<file path="config.mk">
export PLATFORM = sky130hd
export DESIGN_NAME = net_rx_deframer
export DESIGN_NICKNAME = d
export VERILOG_FILES = /design/src/rtl/net_rx_deframer.sv
export SDC_FILE = /design/constraint.sdc
export NUM_CORES = 1
export LEC_CHECK = 0
export ABC_CLOCK_PERIOD_IN_PS = 63600
export BUFFER_PORTS_ARGS = -buffer_cell sky130_fd_sc_hd__buf_4
export CAP_MARGIN = 20
export CORE_ASPECT_RATIO = 0.6
export CORE_UTILIZATION = 25
export DETAILED_ROUTE_END_ITERATION = 12
export GPL_ROUTABILITY_DRIVEN = 1
export GPL_TIMING_DRIVEN = 0
export PLACE_DENSITY_LB_ADDON = 0.1
export SYNTH_ARGS = -nofsm -noshare
export SYNTH_HDL_FRONTEND = slang
export SYNTH_SLANG_ARGS = --single-unit
export TNS_END_PERCENT = 10
</file>
<file path="constraint.sdc">
create_clock -name clk -period 63.6 [get_ports clk]
set_input_delay 9.54 -clock clk [delete_from_list [all_inputs] [get_ports clk]]
set_output_delay 9.54 -clock clk [all_outputs]
set_load 0.005 [all_outputs]
</file>
<file path="src/rtl/net_rx_deframer.sv">
// net_rx_deframer: strips the SL3 header beat and forwards payload
// beats as PacketWords through a 2-entry skid buffer.
package net_rx_pkg;
  localparam int PW_DATA_WIDTH = 512;

  typedef struct packed {
    logic [31:0] metadata;
    logic [15:0] src_addr;
    logic [15:0] dest_addr;
  } pkt_hdr_t;

  typedef struct packed {
    logic                     valid;
    logic                     last;
    logic [PW_DATA_WIDTH-1:0] data;
    pkt_hdr_t                 header;
  } packet_word_t;
endpackage

module net_rx_deframer
  import net_rx_pkg::*;
#(
  parameter int DATA_WIDTH = PW_DATA_WIDTH,
  parameter int LEN_WIDTH  = 16
) (
  input  logic                  clk,
  input  logic                  rst_n,
  input  logic [DATA_WIDTH-1:0] in_data,
  input  logic                  in_valid,
  input  logic                  in_last,
  output logic                  in_ready,
  output packet_word_t          layer_rx,
  input  logic                  layer_rx_ready,
  output logic [7:0]            malformed_count,
  output logic [15:0]           packet_count
);

  typedef enum logic [1:0] {
    S_HDR,
    S_PAY,
    S_DROP
  } state_t;

  typedef struct packed {
    logic                  last;
    logic [DATA_WIDTH-1:0] data;
    pkt_hdr_t              header;
  } ent_t;

  state_t               state;
  ent_t                 ent [2];
  logic [1:0]           cnt;
  pkt_hdr_t             hdr_q;
  logic [LEN_WIDTH-1:0] rem;
  logic [LEN_WIDTH-1:0] bc;
  logic                 pop;
  logic                 push;
  logic                 acc;
  logic                 room;
  logic                 last_rem;
  logic                 wr_idx;
  logic                 malf_inc;
  logic                 pkt_inc;

  assign bc       = in_data[64 +: LEN_WIDTH];
  assign pop      = (cnt != 2'd0) & layer_rx_ready;
  assign room     = (cnt != 2'd2) | pop;
  assign acc      = in_valid & in_ready;
  assign push     = acc & (state == S_PAY);
  assign last_rem = (rem == LEN_WIDTH'(1));
  // Slot 1 is written only when slot 0 stays occupied this cycle.
  assign wr_idx   = (cnt == 2'd2) | ((cnt == 2'd1) & ~pop);

  always_comb begin
    in_ready = 1'b0;
    if (rst_n) begin
      unique case (1'b1)
        (state == S_PAY): in_ready = room;
        default:          in_ready = 1'b1;
      endcase
    end
  end

  always_comb begin
    malf_inc = 1'b0;
    pkt_inc  = 1'b0;
    unique case (1'b1)
      (state == S_HDR): malf_inc = acc & (in_last | (bc == '0));
      (state == S_PAY): begin
        pkt_inc  = acc & in_last & last_rem;
        malf_inc = acc & (in_last ^ last_rem);
      end
      default: ;
    endcase
  end

  always_ff @(posedge clk) begin
    if (!rst_n) begin
      state           <= S_HDR;
      cnt             <= 2'd0;
      hdr_q           <= '0;
      rem             <= '0;
      malformed_count <= 8'd0;
      packet_count    <= 16'd0;
    end else begin
      if (pop) ent[0] <= ent[1];
      if (push) begin
        ent[wr_idx] <= '{last: in_last | last_rem,
                         data: in_data,
                         header: hdr_q};
      end
      cnt <= cnt + {1'b0, push} - {1'b0, pop};
      if (malf_inc && malformed_count != 8'hFF)
        malformed_count <= malformed_count + 8'd1;
      if (pkt_inc) packet_count <= packet_count + 16'd1;
      case (state)
        S_HDR: begin
          if (acc && !in_last) begin
            if (bc == '0) begin
              state <= S_DROP;
            end else begin
              hdr_q <= in_data[63:0];
              rem   <= bc;
              state <= S_PAY;
            end
          end
        end
        S_PAY: begin
          if (acc) begin
            rem <= rem - LEN_WIDTH'(1);
            if (in_last) state <= S_HDR;
            else if (last_rem) state <= S_DROP;
          end
        end
        S_DROP: begin
          if (acc && in_last) state <= S_HDR;
        end
        default: state <= S_HDR;
      endcase
    end
  end

  assign layer_rx = '{valid: cnt != 2'd0,
                      last: ent[0].last,
                      data: ent[0].data,
                      header: ent[0].header};

endmodule

</file>
==> summary.md <==
| Metric | Value |
|---|---|
| Status | `finished clean` |
| Crit. End Element | `primary output` |
| Vias post-DR | `26200` |
| Reg2reg start | `state[1]` |
| Worst reg2reg path endpoint | `ent[0][384]` |
| Pleak | `22.4 nW` |
| Global route overflow | `0` |
| Clock slew at reported path FFs | `0.06 ns` |
| All-Layer GR Usage | `15.7%` |
| CTS tree | `built` |
| # hold bufs at CTS | `0` |
| GR Layer Usage met1 | `19.1%` |
| Area growth, synth to finish | `36.9%` |
| Fin. Hold Viols | `0` |
| HP Class | `flop to flop` |
| Period utilization | `between 30% and 40%` |
| # DRC | `0` |
| Post-CTS sizing | `0` |
| Initial antenna violation count | `26` |
| Crit-path max FO | `10` |
| # Post-CTS Setup Buffers | `0` |
| Area share of the largest cell type after synthesis | `75.1%` |
| GP Congestion | `~0.77` |
| CTS Sinks | `roughly 1300` |
| Worst-Margin Slew | `just under 1 ns` |
| Clk root buf | `clkbuf_16` |
| Met3 Use GR | `~5.1%` |
| First-pass DRT Iterations | `4` |
| Flops & latches, synth | `1262` |
| Syn_nets | `2910` |
| Unrepaired setup endpoints after global routing | `no` |
| Boundary Pins | `1120` |
| Design Area, Final | `0.0631 mm^2` |
| CORE AREA | `approximately 0.18 mm^2` |
| Worst Path Required | `54.06 ns` |
| Worst-case vdd ir drop | `16.7 uV` |
| Crit path time final | `21.00 ns` |
| Mapped Cells | `2386` |
| Final WS setup | `42.60 ns` |
| Async S/R FF share, synth | `0%` |
| Detailed Place HPWL | `between 100000 and 150000 um` |
| Share of layout cells above drive strength 1 | `52.6%` |
| Worst Min Path Start | `hdr_q[4]` |
| Fmax achieved | `between 0.04 and 0.05 GHz` |
| Ys flop type | `edfxtp_1` |
| Power Density | `31.5 mW/mm^2` |
| Switch Pwr | `473 uW` |
| Syn_area_per_cell | `between 15 and 20 um^2` |
| Busiest layer in global routing | `met2` |
| Worst r2r path cells | `10` |
| Global-route wire length before repair | `210000 um` |
| Worst skew pair latency | `0.77 ns` |
| Die height | `335 um` |
| Slew headroom | `33.7%` |
| Dpl cells | `~6000` |
| Starting Density | `25.3%` |
| Slew Limit Fails | `0` |
| Setup WS pre-CTS | `42.47 ns` |
| Via-per-instance ratio | `4.18` |
| Synth cell count leaders | `edfxtp_1, mux2_2, nand2_1` |
| Core Util, Final | `about a third` |
| Initial DRC count | `1814` |
| Max stage delay cell, worst path | `clkbuf_1` |
| Synth warn | `0` |
| Clock power frac | `39.6%` |
| Die Wd | `between 500 and 600 um` |
| Clock skew | `0.0376 ns` |
| DR WL/cell | `24.2 um` |
| Top cells by area, synth | `edfxtp_1, mux2_2, dfxtp_1, nand2_1, a21oi_1` |
| Hold endpoint | `ent[1][4]` |
| Final setup fails | `0` |
| ANT nets after route | `0` |
| Total Wirelength | `152000 um` |
| Switching share of power | `a little under a quarter` |
| Met2 Use GR | `between 20% and 30%` |
| Reg2Reg Setup Slack | `between 50 and 60 ns` |
| Top cell type by total area after synthesis | `edfxtp_1` |
| FP Rows | `121` |
| Setup TNS | `0 ns` |
| Register area share after synthesis | `approximately four fifths` |
| Largest net degree at the start of global routing | `62` |
| Combinational Power Share | `10.7%` |
| Number of buffers created by CTS | `142` |
| Critical path launch point type | `primary input` |
| Cell area after synthesis | `0.0461 mm^2` |
| Arrival @ worst endpoint | `~11 ns` |
| CP max stage delay | `0.78 ns` |
| DIE AREA | `0.186 mm^2` |
| Non-Filler Instances | `6283` |
| Hold_ws | `about 0.44 ns` |
| CTS max path bufs | `4` |
| Max-Cap Viols | `0` |
| Total Power | `1.99 mW` |
| Yosys cell types | `51` |
| Vias in the first global route | `26600` |
| Critical setup path kind | `primary input to primary output` |
| NumNets Final | `4233` |
| Worst Hold Depth | `0` |
| Worst path cell trace | `buf_4 -> clkinv_1 -> clkbuf_1 -> clkbuf_1 -> a21oi_1 -> buf_4` |
| H-tree levels | `4` |
| I/O Buffers | `approximately 1100` |
| Pint | `between 1.5 and 2 mW` |
| Count leader, synth | `edfxtp_1` |
| Reg power frac | `49.7%` |
| Post-synth EDFFs | `roughly 1200` |
| Placed Area | `0.0588 mm^2` |
==> how the worst max path moves through the flow <==
stage,startpoint,end
final,rst_n,in_ready
after global routing,rst_n,in_ready
after CTS,rst_n,in_ready
after detailed placement,rst_n,in_ready
after global placement,rst_n,ent[1][283]
after floorplan,in_valid,ent[1][0]
==> worst max-delay path, delay by kind of cell <==
kind	cells	cell delay, ns
AO/OA/AOI/OAI	1	0.09
buffers and inverters	5	1.82
==> cell families (layout without fill, tap and decap cells) <==
logic type      Yosys count  in the layout  synth area share [%]
buf+inv                 115           1540                  1.09
simple gates            267            267                  2.74
mux                     584            584                  14.2
fa+ha+maj                 7              7                 0.190
other cells               0             12                     0
flops                  1262           1262                  79.8
xor+xnor                  5              5                0.0949
compound gates          146            146                  1.82
==> area by class of cell <==
class	count	area, um^2
antenna	12	30.0
buffer	102	457
clock buffer	187	3800
clock inverter	59	482
fill	17700	119000
inverter	13	48.8
multi-input combinational	1009	8820
sequential	1262	36800
tap	2460	3080
timing repair buffer	1179	9610
==> per-layer routing <==
metal / routed length [um] / vias to the layer above
met3: 11200 / 215
met5: 121 / -
met1: 61600 / 13400
met2: 75100 / 693
met4: 3740 / 20
li1: - / 12000
==> layout by cell type (no fill, tap or decap), types with 5 or more instances in the layout <==
master / count
nor4_1: 15
clkinv_2: 13
nor3_1: 10
buf_2: 52
or3_1: 5
clkbuf_1: 83
inv_6: 6
a211oi_1: 5
nand3_1: 6
edfxtp_1: 1154
buf_16: 25
ha_1: 7
dfxtp_1: 108
mux2i_1: 7
diode_2: 12
clkbuf_16: 144
buf_4: 1119
o21bai_1: 6
and3_1: 6
inv_1: 12
nand4_1: 7
clkinvlp_4: 5
clkinv_1: 27
bufinv_16: 6
nor2_1: 31
mux2_2: 577
a21oi_1: 87
nand2_1: 157
o21ai_0: 17
o211ai_1: 13
buf_8: 33
==> power by group through the flow <==
stage	Clock (mW)	Sequential, mW	Combinational [mW]
floorplan	0	1.05	0.0519
global placement	0	1.09	0.208
detailed placement	0	1.01	0.220
CTS	0.818	0.988	0.220
global route	0.849	0.992	0.228
finish	0.787	0.988	0.212
==> sequential cells by signal, summed over array words and instances (netlist names) <==
signal / count
packet_count: 16
state: 2
rem: 16
malformed_count: 8
ent: 1154
cnt: 2
hdr_q: 64
Note: power is estimated with default switching activity, not from simulation.
